[src/rtl/button_pkg.sv]
// Shared types and defaults for the push-button conditioner.
package button_pkg;

  // Debounce FSM states, 2-bit encoding.
  typedef enum logic [1:0] {
    IDLE       = 2'd0,
    PRESS_DB   = 2'd1,
    HELD       = 2'd2,
    RELEASE_DB = 2'd3
  } btn_state_e;

  localparam int BTN_DEBOUNCE_DEFAULT = 4;
  localparam int BTN_REPEAT_DEFAULT   = 16;

endpackage

[src/rtl/button_conditioner_sync2.sv]
// Generic two-flop synchronizer for a single asynchronous level.
module sync2 (
  input  logic CLK,
  input  logic Reset,
  input  logic d,
  output logic q
);

  logic meta_q;

  // Two back-to-back flops; the first may go metastable, the second resolves it.
  always_ff @(posedge CLK) begin
    if (Reset) begin
      meta_q <= 1'b0;
      q      <= 1'b0;
    end else begin
      meta_q <= d;
      q      <= meta_q;
    end
  end

endmodule

[src/rtl/button_conditioner.sv]
// Push-button conditioner: synchronizes a raw bouncing button, debounces press
// and release, and emits one registered single-cycle pulse per accepted press.
// Optional feature macro: BUTTON_CONDITIONER_AUTO_REPEAT_EN adds a pulse train
// every REPEAT_CYCLES cycles while the button stays held.
module button_conditioner
  import button_pkg::*;
#(
  parameter int DEBOUNCE_CYCLES = BTN_DEBOUNCE_DEFAULT,
  parameter int REPEAT_CYCLES   = BTN_REPEAT_DEFAULT
) (
  input  logic CLK,
  input  logic Reset,
  input  logic Bi,
  output logic Bo
);

  localparam logic [7:0] DbLast = 8'(DEBOUNCE_CYCLES);

  btn_state_e state_q, state_d;
  logic [7:0] cnt_q, cnt_d;
  logic       bo_q, bo_d;
  logic       s;
  logic       rep_fire;

  sync2 u_sync (
    .CLK   (CLK),
    .Reset (Reset),
    .d     (Bi),
    .q     (s)
  );

`ifdef BUTTON_CONDITIONER_AUTO_REPEAT_EN
  localparam logic [15:0] RepLast = 16'(REPEAT_CYCLES - 1);

  // armed_q marks a HELD that was reached through a genuine accepted press, so a
  // button held across reset never starts repeating either.
  logic [15:0] rcnt_q, rcnt_d;
  logic        armed_q, armed_d;

  assign rep_fire = armed_q && (rcnt_q == RepLast);

  // Repeat counter: clear on press acceptance, run only while HELD stays HELD,
  // freeze through release debounce.
  always_comb begin
    rcnt_d  = rcnt_q;
    armed_d = armed_q;
    if (state_q == PRESS_DB && state_d == HELD) begin
      rcnt_d  = 16'd0;
      armed_d = 1'b1;
    end else if (state_q == HELD && state_d == HELD) begin
      rcnt_d = (rcnt_q == RepLast) ? 16'd0 : rcnt_q + 16'd1;
    end
    if (state_d == IDLE) begin
      armed_d = 1'b0;
    end
  end

  // Repeat counter and arm flag registers.
  always_ff @(posedge CLK) begin
    if (Reset) begin
      rcnt_q  <= 16'd0;
      armed_q <= 1'b0;
    end else begin
      rcnt_q  <= rcnt_d;
      armed_q <= armed_d;
    end
  end
`else
  // REPEAT_CYCLES has no effect without the auto-repeat feature.
  logic repeat_unused;
  assign repeat_unused = (REPEAT_CYCLES > 1);
  assign rep_fire      = 1'b0;
`endif

  // Debounce FSM next-state, counter and pulse decode.
  always_comb begin
    state_d = state_q;
    cnt_d   = cnt_q;
    bo_d    = 1'b0;
    unique case (state_q)
      IDLE: begin
        if (s) begin
          state_d = PRESS_DB;
          cnt_d   = 8'd1;
        end
      end
      PRESS_DB: begin
        if (!s) begin
          state_d = IDLE;
          cnt_d   = 8'd0;
        end else if (cnt_q == DbLast) begin
          state_d = HELD;
          bo_d    = 1'b1;
        end else begin
          cnt_d = cnt_q + 8'd1;
        end
      end
      HELD: begin
        if (!s) begin
          state_d = RELEASE_DB;
          cnt_d   = 8'd1;
        end else begin
          bo_d = rep_fire;
        end
      end
      RELEASE_DB: begin
        if (s) begin
          state_d = HELD;
        end else if (cnt_q == DbLast) begin
          state_d = IDLE;
          cnt_d   = 8'd0;
        end else begin
          cnt_d = cnt_q + 8'd1;
        end
      end
      default: begin
        state_d = RELEASE_DB;
        cnt_d   = 8'd0;
      end
    endcase
  end

  // State, counter and output registers; reset lands in RELEASE_DB so the
  // button must be seen released before any press counts.
  always_ff @(posedge CLK) begin
    if (Reset) begin
      state_q <= RELEASE_DB;
      cnt_q   <= 8'd0;
      bo_q    <= 1'b0;
    end else begin
      state_q <= state_d;
      cnt_q   <= cnt_d;
      bo_q    <= bo_d;
    end
  end

  assign Bo = bo_q;

endmodule
[config.mk]
export PLATFORM = sky130hd
export DESIGN_NAME = button_conditioner
export DESIGN_NICKNAME = d
export VERILOG_FILES = /design/src/rtl/button_pkg.sv /design/src/rtl/button_conditioner_sync2.sv /design/src/rtl/button_conditioner.sv
export SDC_FILE = /design/constraint.sdc
export NUM_CORES = 1
export LEC_CHECK = 0
export BUFFER_PORTS_ARGS = -buffer_cell sky130_fd_sc_hd__buf_2
export CAP_MARGIN = 20
export CORE_AREA = 2 2 39 41
export CTS_CLUSTER_SIZE = 40
export DETAILED_ROUTE_END_ITERATION = 7
export DIE_AREA = 0 0 41 43
export PLACE_DENSITY = 0.73
export SLEW_MARGIN = 20
export SYNTH_ARGS = -nofsm -noshare
export SYNTH_HDL_FRONTEND = slang
export SYNTH_HIERARCHICAL = 1
export SYNTH_SLANG_ARGS = --single-unit
[constraint.sdc]
create_clock -name CLK -period 2.4 [get_ports CLK]
set_input_delay 0.24 -clock CLK [delete_from_list [all_inputs] [get_ports CLK]]
set_output_delay 0.24 -clock CLK [all_outputs]
set_load 0.01 [all_outputs]
# Word-level counts from Yosys, hierarchy flattened
# Index checks and enable logic that the tools add are counted.
dict set report classes {
  add_sub_neg 1
  eq_ne 10
  mux 15
  n_bitwise 2
  reduce_logical 4
}
# cell n
set ops {}
lappend ops {{8-bit 2-to-1 mux} 6}
lappend ops {{8-bit one-hot mux with 4 select lines} 1}
lappend ops {{2-bit 2-to-1 mux} 6}
lappend ops {{8-bit by 1-bit adder with 8-bit output (second input constant)} 1}
lappend ops {{8-bit by 3-bit == test with 1-bit output (second input constant)} 1}
lappend ops {{2-bit one-hot mux with 4 select lines} 1}
lappend ops {{4-bit AND reduction} 2}
lappend ops {{3-bit != test (second input constant)} 2}
lappend ops {{2-bit == test (second input constant)} 2}
lappend ops {{2-bit != test (second input constant)} 2}
lappend ops {{3-bit by 2-bit != test with 1-bit output (second input constant)} 1}
lappend ops {{3-bit OR reduction} 1}
lappend ops {{2-bit by 1-bit == test with 1-bit output (second input constant)} 1}
lappend ops {{2-bit zero test} 1}
lappend ops {{2-bit by 1-bit != test with 1-bit output (second input constant)} 1}
lappend ops {{1-bit inverter} 2}
lappend ops {{1-bit 2-to-1 mux} 1}
dict set report word_totals {
  register_bits 13
  input_bits 3
  out_inout_bits 1
  elab_cells 37
}

# Longest topological paths before layout
# Gate-level depths: netlist of run 1.
dict set report depth {
  depth_word 4
  mapped_depth 6
  depth_no_buf 6
}

# By module
# Netlist of run 1, hierarchy kept.
# mod instances cells_per_inst area_each_um2
set modules_own_cells {}
lappend modules_own_cells {button_conditioner 1 77 683.2}
lappend modules_own_cells {sync2 1 4 52.6}

# Worst setup path after synthesis of run 1
# No wires, ideal clock.
dict set report synth_timing {
  kind {flip-flop to flip-flop}
  startpoint {register cnt_q[0]}
  endpoint {register cnt_q[3]}
  setup_time_ns 0.074
  t_arrival_ns 1.493
  required_time_ns 2.326
  setup_slack_ns 0.833
  path_stages_with_launch 7
  synth_period_minus_slack_ns 1.567
  cell_sequence {dfxtp_1 -> inv_1 -> ha_1 -> and4bb_4 -> a21o_1 -> a221o_1 -> a31oi_1}
}
dict set report synth_between {
  elab_chain_cells 4
}
# element line_no
set synth_rtl {}
lappend synth_rtl {{from (decl)} button_conditioner.sv:20} ;# logic [7:0] cnt_q, cnt_d;
lappend synth_rtl {{from (signal assigned)} button_conditioner.sv:132} ;# cnt_q <= cnt_d;
lappend synth_rtl {{8-bit by 1-bit adder with 8-bit output / 8-bit by 3-bit == test with 1-bit output (equally long branches)} -}
lappend synth_rtl {{8-bit 2-to-1 mux (on tied branches)} {button_conditioner.sv:109, button_conditioner.sv:91}}
lappend synth_rtl {{8-bit 2-to-1 mux (on tied branches)} {button_conditioner.sv:107, button_conditioner.sv:88}}
lappend synth_rtl {{8-bit one-hot mux with 4 select lines} button_conditioner.sv:80} ;# unique case (state_q)
# Parallel ways exist; a longest one is shown, timed or not. The select of a mux whose other input is x is not followed.
# A chain may end at the register's enable or synchronous reset.

# Worst setup path after layout of run 1
# Ends and elaborated chain as after synthesis.

==> results of run 1 <==
-- cells in the final DEF, fill, tap and decap left out, types with 2 or more instances in the layout --
cell type | Yosys | routed
buf_2 | 0 | 3
a21oi_1 | 5 | 5
nor3_1 | 3 | 3
nand3_1 | 5 | 5
nor2b_1 | 2 | 2
nand2_1 | 4 | 4
inv_1 | 4 | 4
nor2_1 | 6 | 6
xnor2_1 | 5 | 5
o21ai_0 | 2 | 2
nor4_1 | 4 | 4
clkbuf_4 | 0 | 3
dfxtp_1 | 13 | 13
a21o_1 | 3 | 3
ha_1 | 2 | 2
-- where the power goes --
part	leakage, nW	total [mW]	switching, mW	internal (mW)
combinational	0.167	0.0611	0.0312	0.0299
sequential	0.106	0.246	0.0186	0.227
clock	0.0150	0.131	0.0670	0.0644
-- flip-flops by register name, summed over array words and instances, names as in the netlist, named ones only --
signal,cells
Bo,1
cnt_q,8
state_q,1
u_sync/meta_q,1
u_sync/q,1
-- cell type report --
class                           instances  share of cell area [%]
Clock buffer                            4                    3.46
Inverter                                4                    1.98
Timing Repair Buffer                    3                    1.98
Multi-Input combinational cell         60                    55.7
Tap cell                               16                    2.64
Sequential cell                        13                    34.3
-- cells by family (layout without fill, tap and decap cells) --
kind of cell | count (synthesis) | count (layout) | share of synthesized area [%]
flip-flops | 13 | 13 | 35.4
XOR/XNOR | 5 | 5 | 5.95
AND/OR/NAND/NOR | 34 | 34 | 28.7
adder cells (fa/ha/maj) | 2 | 2 | 3.40
AO/OA/AOI/OAI | 18 | 18 | 18.0
multiplexers | 1 | 1 | 1.36
buffers and inverters | 8 | 11 | 7.14
-- worst max-delay path: stages, from the launching register on --
cell and delay (ps):
dfxtp_1 420, inv_1 110, ha_1 210, and4bb_4 220
a21o_1 170, a221o_1 360, a31oi_1 160
-- synth_stat cells (all sizes together) --
| library cell | instances | area share (%) |
|---|---|---|
| dfxtp | 13 | 35 |
| nor2 | 6 | 3.1 |
| a21oi | 5 | 3.4 |
| nand3 | 5 | 3.4 |
| xnor2 | 5 | 6.0 |
| inv | 4 | 2.0 |
| nand2 | 4 | 2.0 |
| nor3 | 4 | 4.3 |
| nor4 | 4 | 3.4 |
| a21o | 3 | 3.1 |
| buf | 3 | 4.6 |
| ha | 2 | 3.4 |
| nor2b | 2 | 1.7 |
| o21ai | 2 | 1.4 |
| a2111oi | 1 | 2.0 |
| a21boi | 1 | 1.0 |
| a221o | 1 | 1.4 |
| a221oi | 1 | 1.2 |
| a22o | 1 | 1.2 |
| a22oi | 1 | 1.0 |
| a31oi | 1 | 0.85 |
| and2 | 1 | 0.85 |
| and4bb | 1 | 2.2 |
| clkbuf | 1 | 0.51 |
| mux2i | 1 | 1.4 |
| nand3b | 1 | 1.0 |
| nand4 | 1 | 0.85 |
| nand4b | 1 | 1.2 |
| nor3b | 1 | 1.0 |
| nor4b | 1 | 2.0 |
| o41a | 1 | 1.5 |
| or2 | 1 | 0.85 |
| or3 | 1 | 0.85 |
-- through the flow --
step                      std cells  total power [mW]  setup WS (ps)
after floorplan                  81             0.299            833
after global placement           96             0.310            758
after detailed placement         96             0.312            716
after CTS                       100             0.443            699
after global routing            100             0.463            573
final                           100             0.438            690
-- layer usage --
layer  track usage [%]  routed length [um]  up-vias
met3              4.71                  31        4
li1                  -                   -      305
met1              26.8                 641      267
met2              29.7                 645       13
met5                 0                   0        -
met4              14.0                  40        0
-- path summary, 6_finish.rpt --
path,startpoint,endpoint
setup reg to reg,cnt_q[0]$_SDFFE_PP0P_,cnt_q[3]$_SDFFE_PP0P_
hold / removal,Bi,u_sync/meta_q$_SDFF_PP0_
setup / recovery,cnt_q[0]$_SDFFE_PP0P_,cnt_q[3]$_SDFFE_PP0P_
hold reg to reg,u_sync/meta_q$_SDFF_PP0_,u_sync/q$_SDFF_PP0_
==> metrics.md, run 1 <==
| Metric | Value |
|---|---|
| CTS tree | built |
| Worst-Skew Late Latency | 270 ps |
| Final setup skew | 4.16 ps |
| Peak VDD IR | 0.473 mV |
| Remaining DRCs | 0 |
| Area grow syn2layout | 3.23% |
| Core area | 0.00138 sq mm |
| Post-route cell area | 759 sq um |
| Clock sinks | 13 |
| Wire length per cell | 13.6 um |
| Initial antenna violation count | 0 |
| Largest net degree at the start of global routing | 13 |
| DR vias/cell | 5.89 |
| H-tree level count | 1 |
| Register Area | 260 sq um |
| Reg-to-reg slack, setup | 690 ps |
| Initial core utilization | 53.2% |
| Setup Viol. Count Final | 0 |
| Die Span Y | 43 um |
| Syn_nets | 86 |
| Final core utilization | 54.9% |
| Routed vias | 589 |
| Max-slew headroom | 71.5% |
| Count of different cell masters after synthesis | 34 |
| Dpl hpwl | 1010 um |
| Clock root cell | clkbuf_4 |
| Pre-Repair DR Iteration Count | 4 |
| Die ar. | 0.00176 sq mm |
| Wirelength, routed | 1360 um |
| Register-to-Register Path Depth | 6 |
| RSZ-0062 raised after global routing | false |
| Die Wd | 41 um |
| Fin crit share | 71.2% |
| Total track usage | 20.9% |
| Fillers | 132 |
| Iter 0 DRT Violations | 12 |
| Leak | 0.288 nW |
| First-pass GRT wire length | 2390 um |
| Postcts setup bufs | 0 |
| Max clock buf depth | 2 |
| Hold path depth | 2 |
| Synth Area per Inst | 9.08 sq um |
| Worst slew pin tran | 427 ps |
| Max Cap Viol | 0 |
| Area of the multi-input gates | 423 sq um |
| WS Path Type | reg2reg |
| # rows | 14 |
| Clock-pin slew on the worst setup and hold paths | 80 ps |
| Sum Neg Setup Slack | 0 ps |
| Worst-path fanout max | 6 |
| Hold WC Path Type | in2reg |
| Port bufs | 3 |
| Post-DRT Antenna Nets | 0 |
| Placed cell area | 733 sq um |
| Layout cells sized above 1 | 13.1% |
| Mapped Area | 736 sq um |
| Yosys warning count | 6 |
| Post-CTS sizing | 0 |
| Nets@finish | 90 |
| Ant diodes | 0 |
| Fin. max-slew vios | 0 |
| Overflow after GRT | 0 |
| WP data required | 2610 ps |
| FF+latch count, synth | 13 |
| Fmax | 0.585 GHz |
| Final GP Congestion | 0.820 |
| Nature of the critical path endpoint | flip-flop |
| Post-synthesis cell count | 81 |
| Number of global-route vias before repair | 545 |
| CP Launch Type | flip-flop |
| Worst hold margin | 177 ps |
| Hold Buf Count CTS | 0 |
| WP data arrival | 1920 ps |
| Fin. Hold Viols | 0 |
| Num CTS Buffers | 3 |
| Outcome | finished, final reports clean |
| Register area share after synthesis | 35.4% |
| P per Cell Area | 577 mW/mm^2 |
| Crit path time final | 1710 ps |
| I/O pin count | 4 |
(Power assumes the default switching activity.)
==> run 2, diff against run 1 <==
--- a/config.mk
+++ b/config.mk
@@ -7,11 +7,11 @@
 export LEC_CHECK = 0
 export BUFFER_PORTS_ARGS = -buffer_cell sky130_fd_sc_hd__buf_2
 export CAP_MARGIN = 20
-export CORE_AREA = 2 2 39 41
+export CORE_MARGIN = 2
+export CORE_UTILIZATION = 56
 export CTS_CLUSTER_SIZE = 40
 export DETAILED_ROUTE_END_ITERATION = 7
-export DIE_AREA = 0 0 41 43
-export PLACE_DENSITY = 0.73
+export PLACE_DENSITY = 0.74
 export SLEW_MARGIN = 20
 export SYNTH_ARGS = -nofsm -noshare
 export SYNTH_HDL_FRONTEND = slang
==> constraint.sdc (replaced) <==
create_clock -name CLK -period 1.6 [get_ports CLK]
set_input_delay 0.16 -clock CLK [delete_from_list [all_inputs] [get_ports CLK]]
set_output_delay 0.16 -clock CLK [all_outputs]
set_load 0.01 [all_outputs]
==> run 2 against run 1 <==
Compared with the run above: first-iteration DRC count is 50% higher; sequential share of layout area is 3.1 points lower; power up 62%; final area increased by 11%; die area down 8.1%; via count is 7.0% higher; setup slack got worse by 630 ps; clock power increased by 60%; utilization up 11 points.
==> metrics.md, run 2 (synthesis results as in run 1) <==
| Metric | Value |
|---|---|
| CP Launch Type | flip-flop (unchanged) |
| I/O pin count | 4 (unchanged) |
| WP data required | 1820 ps (was 2610 ps) |
| Max Cap Viol | 0 (unchanged) |
| Leak | 0.326 nW (was 0.288 nW) |
| WP data arrival | 1760 ps (was 1920 ps) |
| Number of global-route vias before repair | 526 (was 545) |
| Sum Neg Setup Slack | 0 ps (unchanged) |
| Iter 0 DRT Violations | 18 (was 12) |
| Largest Register | cnt_q (unchanged) |
| Nature of the critical path endpoint | flip-flop (unchanged) |
| Num CTS Buffers | 3 (unchanged) |
| Routed vias | 630 (was 589) |
| Peak VDD IR | 0.616 mV (was 0.473 mV) |
| Max clock buf depth | 2 (unchanged) |
| Ant diodes | 0 (unchanged) |
| H-tree level count | 1 (unchanged) |
| Wire length per cell | 14.3 um (was 13.6 um) |
| Fillers | 105 (was 132) |
| Fmax | 0.648 GHz (was 0.585 GHz) |
| Clock root cell | clkbuf_4 (unchanged) |
| Overflow after GRT | 0 (unchanged) |
| Dpl hpwl | 1040 um (was 1010 um) |
| Initial core utilization | 58.0% (was 53.2%) |
| Final GP Congestion | 0.860 (was 0.820) |
| Pre-Repair DR Iteration Count | 4 (unchanged) |
| Initial antenna violation count | 0 (unchanged) |
| Most common cell after layout, fill and taps aside | dfxtp_1 (unchanged) |
| Setup WS post-layout | 56.2 ps (was 690 ps) |
| Remaining DRCs | 0 (unchanged) |
| P per Cell Area | 844 mW/mm^2 (was 577 mW/mm^2) |
| Combinational power share | 19.7% (was 13.9%) |
| Die Wd | 40.2 um (was 41 um) |
| Final core utilization | 66.4% (was 54.9%) |
| Max reg flops | 8 (unchanged) |
| Outcome | finished, final reports clean (unchanged) |
| Die ar. | 0.00162 sq mm (was 0.00176 sq mm) |
| Die Span Y | 40.2 um (was 43 um) |
| Final setup skew | 1.15 ps (was 4.16 ps) |
| Wirelength, routed | 1520 um (was 1360 um) |
| WS Path Type | reg2reg (unchanged) |
| Hold WC Path Type | in2reg (unchanged) |
| CTS tree | built (unchanged) |
| Crit path time final | 1540 ps (was 1710 ps) |
| Worst-path fanout max | 6 (unchanged) |
| Hold Buf Count CTS | 0 (unchanged) |
| Switch Pwr | 0.202 mW (was 0.117 mW) |
| Clock sinks | 13 (unchanged) |
| Switching Share | 28.4% (was 26.7%) |
| Post-DRT Antenna Nets | 0 (unchanged) |
| First-pass GRT wire length | 2390 um (about the same) |
| Fin crit share | 96.5% (was 71.2%) |
| Worst slew pin tran | 522 ps (was 427 ps) |
| Power, Total | 0.711 mW (was 0.438 mW) |
| Area of the multi-input gates | 452 sq um (was 423 sq um) |
| Layout cells sized above 1 | 25.3% (was 13.1%) |
| Area grow syn2layout | 14.5% (was 3.23%) |
| Fin. Hold Viols | 0 (unchanged) |
| Register Area | 263 sq um (was 260 sq um) |
| Total track usage | 23.1% (was 20.9%) |
| Core area | 0.00127 sq mm (was 0.00138 sq mm) |
| Worst-Skew Late Latency | 280 ps (was 270 ps) |
| Highest-count cells in the layout ignoring fill and taps | dfxtp_1, buf_4, nor2_1, nand3_1, xnor2_1 (was dfxtp_1, nor2_1, nand3_1, a21oi_1, xnor2_1) |
| Setup Viol. Count Final | 0 (unchanged) |
| Postcts setup bufs | 0 (unchanged) |
| Fin. max-slew vios | 0 (unchanged) |
| Largest net degree at the start of global routing | 10 (was 13) |
| Port bufs | 3 (unchanged) |
| Nets@finish | 97 (was 90) |
| Max-slew headroom | 64.9% (was 71.5%) |
| Seq pwr share | 50.8% (was 56.1%) |
| DR vias/cell | 5.94 (was 5.89) |
| Clock-pin slew on the worst setup and hold paths | 80 ps (about the same) |
| Worst hold margin | 86.5 ps (was 177 ps) |
| Clock share of power | 29.5% (was 30.0%) |
| # rows | 13 (was 14) |
| Internal power | 0.509 mW (was 0.321 mW) |
| DP Worst Slack | 74.1 ps (was 716 ps) |
-- run 2: changes by cell type in the layout (fill, tap and decap cells not counted) --
cell       delta
a21oi_1       -1
a2111oi_4     +1
a2111oi_2     -1
ha_4          +1
dfxtp_1       -2
dfxtp_2       +2
inv_2         +1
ha_1          -1
inv_1         -1
buf_4         +7
a21oi_2       +1
-- run 2: what timing repair did --
action | 4_1_cts | 5_1_grt
hold endpoints to repair | 0 | 0
resized for setup | 0 | 7
endpoints found under the setup margin | 0 | 3
-- run 2: critical path: stages, from the launching register on --
cell and delay [ps]:
dfxtp_2 330, inv_1 60, ha_4 150, and4bb_4 220, a21o_1 170, a221o_1 400, a31oi_1 150
-- run 2: worst paths after layout --
check / from / slack [ps] / cells after the start / to
worst max-delay path: cnt_q[1]$_SDFFE_PP0P_ / 60 / 6 / cnt_q[3]$_SDFFE_PP0P_
worst min-delay path: Bi / 90 / 2 / u_sync/meta_q$_SDFF_PP0_
worst max register to register: cnt_q[1]$_SDFFE_PP0P_ / 60 / 6 / cnt_q[3]$_SDFFE_PP0P_
worst min register to register: u_sync/meta_q$_SDFF_PP0_ / 440 / 1 / u_sync/q$_SDFF_PP0_
-- run 2: area by class of cell --
type / count / share of cell area, %
clock buffers: 4 / 3.12
inverters: 4 / 1.78
well taps: 15 / 2.23
multi-input cells: 60 / 53.6
repair buffers: 10 / 8.02
flip-flops and latches: 13 / 31.2
-- run 2: metrics by stage --
step	area (sq um)	instances
3_5_place_dp	785	102
4_1_cts	811	106
6_report	842	106
3_3_place_gp	785	102
2_1_floorplan	736	81
5_1_grt	842	106
-- run 2: power by group through the flow --
stage | Clock [mW] | Sequential (mW) | Combinational, mW
2_1_floorplan | 0 | 0.365 | 0.0835
3_3_place_gp | 0 | 0.366 | 0.119
3_5_place_dp | 0 | 0.366 | 0.120
4_1_cts | 0.212 | 0.358 | 0.122
5_1_grt | 0.225 | 0.364 | 0.159
6_report | 0.210 | 0.361 | 0.140
-- run 2: routing by layer --
layer	GRT usage (%)	vias up	routed length (um)
li1	-	317	-
met4	12.5	0	25
met3	6.67	4	59
met1	33.0	295	753
met5	0	-	0
met2	30.6	14	677
==> run 3, diff against run 2 <==
--- a/config.mk
+++ b/config.mk
@@ -12,7 +12,8 @@
 export CTS_CLUSTER_SIZE = 40
 export DETAILED_ROUTE_END_ITERATION = 7
 export PLACE_DENSITY = 0.74
-export SLEW_MARGIN = 20
+export SETUP_SLACK_MARGIN = 0.2
+export SLEW_MARGIN = 30
 export SYNTH_ARGS = -nofsm -noshare
 export SYNTH_HDL_FRONTEND = slang
 export SYNTH_HIERARCHICAL = 1
==> constraint.sdc (replaced) <==
create_clock -name CLK -period 1.7 [get_ports CLK]
set_input_delay 0.17 -clock CLK [delete_from_list [all_inputs] [get_ports CLK]]
set_output_delay 0.17 -clock CLK [all_outputs]
set_load 0.01 [all_outputs]
==> run 3 against run 2 <==
Compared with the run above: critical path depth unchanged; non-clock buffer count down 1; sequential power decreased by 4%; final area fell by 0.89%; global-route usage up 1.4 points; via count fell by 0.32%; largest power group unchanged.
==> metrics.md, run 3 (synthesis results as in run 1) <==
| Metric | Value |
|---|---|
| Setup Viol. Count Final | 0 (unchanged) |
| Setup WS post-layout | 191 ps (was 56.2 ps) |
| Overflow after GRT | 0 (unchanged) |
| Fin crit share | 88.8% (was 96.5%) |
| WP data required | 1910 ps (was 1820 ps) |
| Max Cap Viol | 0 (unchanged) |
| Placed cell area | 751 sq um (was 785 sq um) |
| Remaining DRCs | 0 (unchanged) |
| Wirelength, routed | 1500 um (was 1520 um) |
| Num CTS Buffers | 3 (unchanged) |
| Worst-Skew Late Latency | 280 ps (about the same) |
| CP Launch Type | flip-flop (unchanged) |
| # rows | 13 (unchanged) |
| Most common cell after layout, fill and taps aside | dfxtp_1 (unchanged) |
| DP Worst Slack | 93.2 ps (was 74.1 ps) |
| WS Path Type | reg2reg (unchanged) |
| Number of global-route vias before repair | 578 (was 526) |
| Worst hold margin | 87.0 ps (was 86.5 ps) |
| Total track usage | 24.5% (was 23.1%) |
| Largest Register | cnt_q (unchanged) |
| RSZ-0062 raised after global routing | true |
| Dpl hpwl | 1030 um (was 1040 um) |
| Ant diodes | 0 (unchanged) |
| Sum Neg Setup Slack | 0 ps (unchanged) |
| Final GP Congestion | 0.870 (was 0.860) |
| Post-route cell area | 835 sq um (was 842 sq um) |
| Largest net degree at the start of global routing | 13 (was 10) |
| Fillers | 100 (was 105) |
| Wire length per cell | 14.3 um (about the same) |
| CTS tree | built (unchanged) |
| WP data arrival | 1720 ps (was 1760 ps) |
| Clock sinks | 13 (unchanged) |
| H-tree level count | 1 (unchanged) |
| Nature of the critical path endpoint | flip-flop (unchanged) |
| Highest-count cells in the layout ignoring fill and taps | dfxtp_1, nor2_1, buf_4 (was dfxtp_1, buf_4, nor2_1, nand3_1, xnor2_1) |
| Peak VDD IR | 0.595 mV (was 0.616 mV) |
| Initial core utilization | 58.0% (unchanged) |
| Die Span Y | 40.2 um (unchanged) |
| Layout cells sized above 1 | 25.6% (was 25.3%) |
| Nets@finish | 96 (was 97) |
| Max-slew headroom | 72.1% (was 64.9%) |
| Clock root cell | clkbuf_4 (unchanged) |
| Routed vias | 628 (was 630) |
| Outcome | finished, final reports clean (unchanged) |
| Post-DRT Antenna Nets | 0 (unchanged) |
| Pre-Repair DR Iteration Count | 4 (unchanged) |
| Worst slew pin tran | 415 ps (was 522 ps) |
| Final setup skew | 3.66 ps (was 1.15 ps) |
| Max reg flops | 8 (unchanged) |
| Area grow syn2layout | 13.4% (was 14.5%) |
| Worst-path fanout max | 5 (was 6) |
| Die Wd | 40.2 um (unchanged) |
| Hold Buf Count CTS | 0 (unchanged) |
| Fmax | 0.663 GHz (was 0.648 GHz) |
| Fin. max-slew vios | 0 (unchanged) |
| Port bufs | 3 (unchanged) |
| Initial antenna violation count | 0 (unchanged) |
| Iter 0 DRT Violations | 13 (was 18) |
| Crit path time final | 1510 ps (was 1540 ps) |
| P per Cell Area | 802 mW/mm^2 (was 844 mW/mm^2) |
| Max clock buf depth | 2 (unchanged) |
| Clock-pin slew on the worst setup and hold paths | 80 ps (about the same) |
| Die ar. | 0.00162 sq mm (unchanged) |
| Core area | 0.00127 sq mm (unchanged) |
| DR vias/cell | 5.98 (was 5.94) |
| Leak | 0.334 nW (was 0.326 nW) |
| I/O pin count | 4 (unchanged) |
| Fin. Hold Viols | 0 (unchanged) |
| First-pass GRT wire length | 2530 um (was 2390 um) |
| Final core utilization | 65.8% (was 66.4%) |
| Hold WC Path Type | in2reg (unchanged) |
## run 3: path summary, 6_finish.rpt
kind	start	to	slack (ps)	cells past startpoint
max	cnt_q[0]$_SDFFE_PP0P_	cnt_q[3]$_SDFFE_PP0P_	190	6
min	Bi	u_sync/meta_q$_SDFF_PP0_	90	2
max reg2reg	cnt_q[0]$_SDFFE_PP0P_	cnt_q[3]$_SDFFE_PP0P_	190	6
min reg2reg	u_sync/meta_q$_SDFF_PP0_	u_sync/q$_SDFF_PP0_	440	1
## run 3: stage by stage
step	power, mW	instances
after floorplan	0.425	81
after global placement	0.440	97
after detailed placement	0.446	97
after CTS	0.669	105
after global routing	0.710	105
final	0.669	105
## run 3: final cells by class
| type | count | area, sq um | area share [%] |
|---|---|---|---|
| well taps | 15 | 18.8 | 2.25 |
| multi-input cells | 60 | 444 | 53.2 |
| clock inverters | 1 | 5.00 | 0.600 |
| flip-flops and latches | 13 | 267 | 31.9 |
| clock buffers | 3 | 22.5 | 2.70 |
| inverters | 4 | 17.5 | 2.10 |
| repair buffers | 9 | 60.1 | 7.20 |
## run 3: repair_timing
action	in CTS	in global routing
pin swaps	2	2
setup endpoints to repair	7	9
buffers inserted	4	0
resized for setup	5	2
## run 3: power by group
part / switching [mW] / internal, mW / total, mW
Sequential: 0.0216 / 0.323 / 0.345
Combinational: 0.0625 / 0.0668 / 0.129
Clock: 0.108 / 0.0875 / 0.195
Total: 0.192 / 0.477 / 0.669
## run 3: critical path, stage by stage (launching register included)
cell	delay, ps
dfxtp_4	370
inv_4	40
ha_4	140
and4bb_4	210
a21o_1	170
a221o_1	360
a31oi_1	150
## run 3: layer usage
metal | wire, um | vias up | track usage (%)
li1 | - | 315 | -
met1 | 673 | 285 | 30.7
met2 | 708 | 21 | 35.5
met3 | 76 | 7 | 7.22
met4 | 43 | 0 | 17.5
met5 | 0 | - | 0
